--- src/rtl/hysteresis_counter_table_pkg.sv ---
// rtl/hysteresis_counter_table_pkg.sv - shared constants and hysteresis helpers for the counter table
package hysteresis_counter_table_pkg;

    // Clear sweep FSM encoding
    localparam logic ST_IDLE  = 1'b0;
    localparam logic ST_SWEEP = 1'b1;

    // Highest value still on the "not taken" side of the midpoint
    function automatic int half_low(input int range);
        return range / 2 - 1;
    endfunction

    // Lowest value on the "taken" side of the midpoint
    function automatic int half_high(input int range);
        return range / 2;
    endfunction

    // Landing value when a decrement crosses the midpoint
    function automatic int jump_low(input int range, input int coercivity);
        return half_low(range) - coercivity;
    endfunction

    // Landing value when an increment crosses the midpoint
    function automatic int jump_high(input int range, input int coercivity);
        return half_high(range) + coercivity;
    endfunction

endpackage

--- src/rtl/hysteresis_counter_step.sv ---
// rtl/hysteresis_counter_step.sv - combinational next-value rule for one hysteresis counter
module hysteresis_counter_step #(
    parameter int RANGE      = 4,
    parameter int RANGE_LOG2 = $clog2(RANGE),
    parameter int COERCIVITY = 1
) (
    input  logic [RANGE_LOG2-1:0] count,
    input  logic                  increment,
    input  logic                  decrement,
    output logic [RANGE_LOG2-1:0] next_count
);
    import hysteresis_counter_table_pkg::*;

    localparam logic [RANGE_LOG2-1:0] MAX_W       = RANGE_LOG2'(RANGE - 1);
    localparam logic [RANGE_LOG2-1:0] HALF_LOW_W  = RANGE_LOG2'(half_low(RANGE));
    localparam logic [RANGE_LOG2-1:0] HALF_HIGH_W = RANGE_LOG2'(half_high(RANGE));
    localparam logic [RANGE_LOG2-1:0] JUMP_LOW_W  = RANGE_LOG2'(jump_low(RANGE, COERCIVITY));
    localparam logic [RANGE_LOG2-1:0] JUMP_HIGH_W = RANGE_LOG2'(jump_high(RANGE, COERCIVITY));
    localparam logic [RANGE_LOG2-1:0] ONE_W       = RANGE_LOG2'(1);

    // Step one position, leaping across the midpoint; conflicting or saturating requests hold
    always_comb begin
        next_count = count;
        if (increment && !decrement && (count != MAX_W)) begin
            next_count = (count == HALF_LOW_W) ? JUMP_HIGH_W : count + ONE_W;
        end else if (decrement && !increment && (count != '0)) begin
            next_count = (count == HALF_HIGH_W) ? JUMP_LOW_W : count - ONE_W;
        end
    end

endmodule

--- src/rtl/hysteresis_counter_table.sv ---
// rtl/hysteresis_counter_table.sv - indexed table of hysteresis counters with read, update and clear sweep
module hysteresis_counter_table #(
    parameter int RANGE       = 4,
    parameter int RANGE_LOG2  = $clog2(RANGE),
    parameter int RESET_VALUE = 0,
    parameter int COERCIVITY  = 1,
    parameter int DEPTH       = 16,
    parameter int DEPTH_LOG2  = $clog2(DEPTH)
) (
    input  logic                  clock,
    input  logic                  resetn,
    input  logic                  read_valid,
    input  logic [DEPTH_LOG2-1:0] read_index,
    output logic [RANGE_LOG2-1:0] read_count,
    output logic                  read_taken,
    input  logic                  update_valid,
    input  logic [DEPTH_LOG2-1:0] update_index,
    input  logic                  update_increment,
    input  logic                  update_decrement,
    input  logic                  clear,
    output logic                  busy
);
    import hysteresis_counter_table_pkg::*;

    localparam logic [RANGE_LOG2-1:0] RESET_W     = RANGE_LOG2'(RESET_VALUE);
    localparam logic [RANGE_LOG2-1:0] HALF_HIGH_W = RANGE_LOG2'(half_high(RANGE));
    localparam logic [DEPTH_LOG2:0]   DEPTH_W     = (DEPTH_LOG2 + 1)'(DEPTH);
    localparam logic [DEPTH_LOG2-1:0] LAST_IDX    = DEPTH_LOG2'(DEPTH - 1);

    logic                  state;
    logic [DEPTH_LOG2-1:0] sweep_index;
    logic [RANGE_LOG2-1:0] table_q [DEPTH];

    logic                  update_in_range;
    logic                  read_in_range;
    logic                  update_hit;
    logic [RANGE_LOG2-1:0] update_cur;
    logic [RANGE_LOG2-1:0] update_next;
    logic [RANGE_LOG2-1:0] read_value;

    assign update_in_range = ({1'b0, update_index} < DEPTH_W);
    assign read_in_range   = ({1'b0, read_index} < DEPTH_W);

    // An update lands only when idle, in range, and not pre-empted by a clear request
    assign update_hit = (state == ST_IDLE) && update_valid && !clear && update_in_range;

    // Current value of the entry being trained; out-of-range indexes never reach the array
    always_comb begin
        update_cur = RESET_W;
        if (update_in_range) begin
            update_cur = table_q[update_index];
        end
    end

    hysteresis_counter_step #(
        .RANGE      (RANGE),
        .RANGE_LOG2 (RANGE_LOG2),
        .COERCIVITY (COERCIVITY)
    ) u_step (
        .count      (update_cur),
        .increment  (update_increment),
        .decrement  (update_decrement),
        .next_count (update_next)
    );

    // Read mux with write-first bypass; sweeping or out-of-range reads see the reset value
    always_comb begin
        read_value = RESET_W;
        if ((state == ST_IDLE) && read_in_range) begin
            if (update_hit && (update_index == read_index)) begin
                read_value = update_next;
            end else begin
                read_value = table_q[read_index];
            end
        end
    end

    // Single write port shared by the clear sweep and the training update
    always_ff @(posedge clock or negedge resetn) begin
        if (!resetn) begin
            for (int i = 0; i < DEPTH; i++) begin
                table_q[i] <= RESET_W;
            end
        end else if (state == ST_SWEEP) begin
            table_q[sweep_index] <= RESET_W;
        end else if (update_hit) begin
            table_q[update_index] <= update_next;
        end
    end

    // Registered read result, held between read requests
    always_ff @(posedge clock or negedge resetn) begin
        if (!resetn) begin
            read_count <= RESET_W;
            read_taken <= (RESET_W >= HALF_HIGH_W);
        end else if (read_valid) begin
            read_count <= read_value;
            read_taken <= (read_value >= HALF_HIGH_W);
        end
    end

    // Clear sweep: one entry per cycle, ignoring further clears until the last entry is written
    always_ff @(posedge clock or negedge resetn) begin
        if (!resetn) begin
            state       <= ST_IDLE;
            sweep_index <= '0;
        end else if (state == ST_IDLE) begin
            if (clear) begin
                state       <= ST_SWEEP;
                sweep_index <= '0;
            end
        end else begin
            if (sweep_index == LAST_IDX) begin
                state       <= ST_IDLE;
                sweep_index <= '0;
            end else begin
                sweep_index <= sweep_index + DEPTH_LOG2'(1);
            end
        end
    end

    assign busy = (state == ST_SWEEP);

endmodule
--- config.mk ---
export PLATFORM = sky130hd
export DESIGN_NAME = hysteresis_counter_table
export DESIGN_NICKNAME = d
export VERILOG_FILES = /design/src/rtl/hysteresis_counter_table_pkg.sv /design/src/rtl/hysteresis_counter_step.sv /design/src/rtl/hysteresis_counter_table.sv
export SDC_FILE = /design/constraint.sdc
export NUM_CORES = 1
export LEC_CHECK = 0
export CAP_MARGIN = 20
export CORE_MARGIN = 2
export CORE_UTILIZATION = 45
export DETAILED_ROUTE_END_ITERATION = 10
export PLACE_DENSITY = 0.65
export SKIP_CTS_REPAIR_TIMING = 1
export SYNTH_ARGS = -nofsm -noshare
export SYNTH_HDL_FRONTEND = slang
export SYNTH_SLANG_ARGS = --single-unit
--- constraint.sdc ---
create_clock -name clock -period 4.95 [get_ports clock]
set_input_delay 0.7425 -clock clock [delete_from_list [all_inputs] [get_ports clock]]
set_output_delay 0.7425 -clock clock [all_outputs]
set_load 0.05 [all_outputs]
==> results.txt <==
synthesis warning total - 0
nets@finish - 271
routed vias/inst - 6.28
Die Span Y - 78.9 um
I/O pin cnt - 19
die area - 0.00622 mm^2
CP required - 5150 ps
largest net degree at the start of global routing - 40
dpl ws - 383 ps
CP max stage delay - 860 ps
DRT Pass-1 Iters - 4
Max Fclk - 0.238 GHz
FP Rows - 27
post-layout min period - 4210 ps
Final Setup Violations - 0
syn avg cell area - 10.6 um^2
Worst slew margin - 0.407
synthesized cell area - 0.00252 mm^2
Filler cells - 514
RR Endpoint - table_q[29]$_DFFE_PN0P_
critical path, cell by cell - clkdlybuf4s50_1, mux4_1, mux2i_1, mux2i_1, inv_1, ha_1, nor4b_1, a211oi_1, a21oi_1, nand3_1, o21ai_0
CTS H-tree lvls - 2
MaxCap Viol Count - 0
Net Switching - 0.358 mW
worst r2r src - table_q[24]$_DFFE_PN0P_
WL per Instance - 20.1 um
pins over their slew limit - 0
Slowest cell on crit path - clkdlybuf4s50_1
sequential element share of the synthesized area - 0.387
Setup WS post-layout - 745 ps
PwrDens - 328 mW/mm^2
HPWL Detailed - 4740 um
Slew @ Worst Pin - 890 ps
DR vias - 2029
Clk network pwr share - 0.229
Synthesized Nets - 259
vias in the first global route - 1978
die width - 78.9 um
endpoints failing hold - 0
HP Class - flip-flop to flip-flop
Fin Clk Skew - 10.0 ps
Worst Path Max Fanout - 14
cell count of the worst reg-to-reg path - 10
combinational power share - 0.318
layout cell share with drive strength beyond 1 - 0.112
Total GRT Usage - 0.224
initial antenna violation count - 0
Worst setup SP type - input pin
gp weighted congestion - 0.878
Layout Cells excl Fill - 323
Placed Cells - 315
Area Overhead vs Synth - 11.1%
post-route setup TNS - 0 ps
clock latency on the worst-skew pair - 290 ps
Num CTS Buffers - 5
DRC Markers - 0
sequential share of power - 0.453
Setup crit end - table_q[29]$_DFFE_PN0P_
CTS Buffer Depth - 2
antenna cell count - 0
Core Region - 0.00547 mm^2
CP Class - input pin to flip-flop
#FFs+latches synth - 39
RSZ-0062 raised after global routing - false
Post-Synthesis Cells - 238
Iter 0 DRT Violations - 241
PortBufs - 18
Int Power - 0.559 mW
status - finished, final reports clean
grt ovf - 0
Leak Pwr - 1.11 nW
VDD IR max - 0.234 mV
internal reg-to-reg setup slack - 1760 ps
CP arrival - 4400 ps
crit-path most repeated cell - mux2i_1
ANT nets after route - 0
Yosys cell types - 42
final wirelength - 6500 um
clock sink total - 39
CTS tree - done
Final Instance Area - 0.00280 mm^2
Worst Setup End Kind - flip-flop
switch share - 0.391
global-route wire length before repair - 10600 um
Worst Setup SP - update_index[0]
commonest non-fill, non-tap cell in the layout - dfrtp_1
initial core utilization - 0.461
clock root buffer - clkbuf_8
final period utilization - 0.850
placed cell area - 0.00272 mm^2
Reg clk slew, reported paths - 80 ps
leading cell types in the layout, fill and taps excluded - 39 x dfrtp_1, 26 x o21ai_0, 20 x nand2_1, 17 x clkdlybuf4s50_1, 16 x o211ai_1
worst min-delay path by stage:
stage          slack, ps                   endpoint                 startpoint  cells after the start
2_1_floorplan        450             busy$_DFF_PN0_                     resetn                      0
3_3_place_gp         510    table_q[19]$_DFFE_PN0P_    table_q[19]$_DFFE_PN0P_                      2
3_5_place_dp         510  read_count[0]$_DFFE_PN0P_  read_count[0]$_DFFE_PN0P_                      2
4_1_cts              540  read_count[0]$_DFFE_PN0P_  read_count[0]$_DFFE_PN0P_                      2
5_1_grt              570  read_count[0]$_DFFE_PN0P_  read_count[0]$_DFFE_PN0P_                      2
6_report             530  read_count[0]$_DFFE_PN0P_  read_count[0]$_DFFE_PN0P_                      2
layout make-up:
| type | count | area, um^2 | share of cell area |
|---|---|---|---|
| multi-input combinational | 178 | 1450 | 0.516 |
| sequential | 39 | 976 | 0.348 |
| timing repair buffer | 19 | 183 | 0.0652 |
| tap | 72 | 90.1 | 0.0322 |
| clock buffer | 7 | 76.3 | 0.0272 |
| inverter | 7 | 26.3 | 0.00938 |
| clock inverter | 1 | 5.00 | 0.00179 |
state kept, by name, summed over array words and instances, names as in the netlist:
signal,cells
sweep_index,4
read_count,2
table_q,32
busy,1
metal layers:
metal  vias up  GRT usage  wire length, um
met4         0     0.0724              160
met3        12     0.0443              449
met1      1002      0.321             3010
li1        934          -                -
met5         -          0                0
met2        81      0.344             2880
power groups by stage:
stage | Combinational [mW] | Clock [mW] | Sequential, mW
finish | 0.292 | 0.210 | 0.416
global route | 0.319 | 0.232 | 0.421
CTS | 0.291 | 0.215 | 0.414
detailed placement | 0.289 | 0 | 0.420
global placement | 0.290 | 0 | 0.419
floorplan | 0.214 | 0 | 0.392
critical path: cells and delay by family:
kind,cells,cell delay [ps]
buffers and inverters,2,950
adders and majority gates,1,270
muxes,3,1010
AOI/OAI and AO/OA,3,660
and+or+nand+nor,2,760
cells by family after synthesis:
logic type | after synthesis | synth area share
AOI/OAI and AO/OA | 66 | 0.166
xor gates and xnor gates | 4 | 0.0139
adders and majority gates | 6 | 0.0298
buffers and inverters | 21 | 0.0397
DFF | 39 | 0.387
muxes | 33 | 0.221
and+or+nand+nor | 69 | 0.143
cells in the mapped netlist (all sizes together):
master / n / area [um^2]
dfrtp: 39 / 976
o21ai: 33 / 165
nand2: 20 / 75.1
mux4: 17 / 394
o211ai: 16 / 120
mux2i: 14 / 140
nand3: 14 / 70.1
buf: 10 / 58.8
nor2: 9 / 33.8
inv: 7 / 26.3
a21oi: 6 / 30.0
ha: 6 / 75.1
nor3b: 5 / 42.5
and2: 4 / 25.0
clkbuf: 4 / 15.0
nand2b: 4 / 25.0
nand4: 4 / 25.0
o311ai: 3 / 26.3
xnor2: 3 / 26.3
mux2: 2 / 22.5
nor2b: 2 / 12.5
o31ai: 2 / 28.8
or2: 2 / 12.5
a211oi: 1 / 7.51
a21o: 1 / 7.51
a22o: 1 / 8.76
and4: 1 / 8.76
nor3: 1 / 5.00
nor4b: 1 / 8.76
o221ai: 1 / 8.76
o22ai: 1 / 6.26
o41ai: 1 / 8.76
or3b: 1 / 8.76
or4: 1 / 7.51
xor2: 1 / 8.76
metrics by stage:
stage	util	hold WS (ps)	power, mW
4_1_cts	0.512	544	0.920
3_5_place_dp	0.497	509	0.710
5_1_grt	0.512	568	0.972
3_3_place_gp	0.497	509	0.709
2_1_floorplan	-	447	0.606
6_report	0.512	532	0.918
Note: power is estimated with default switching activity, not from simulation.
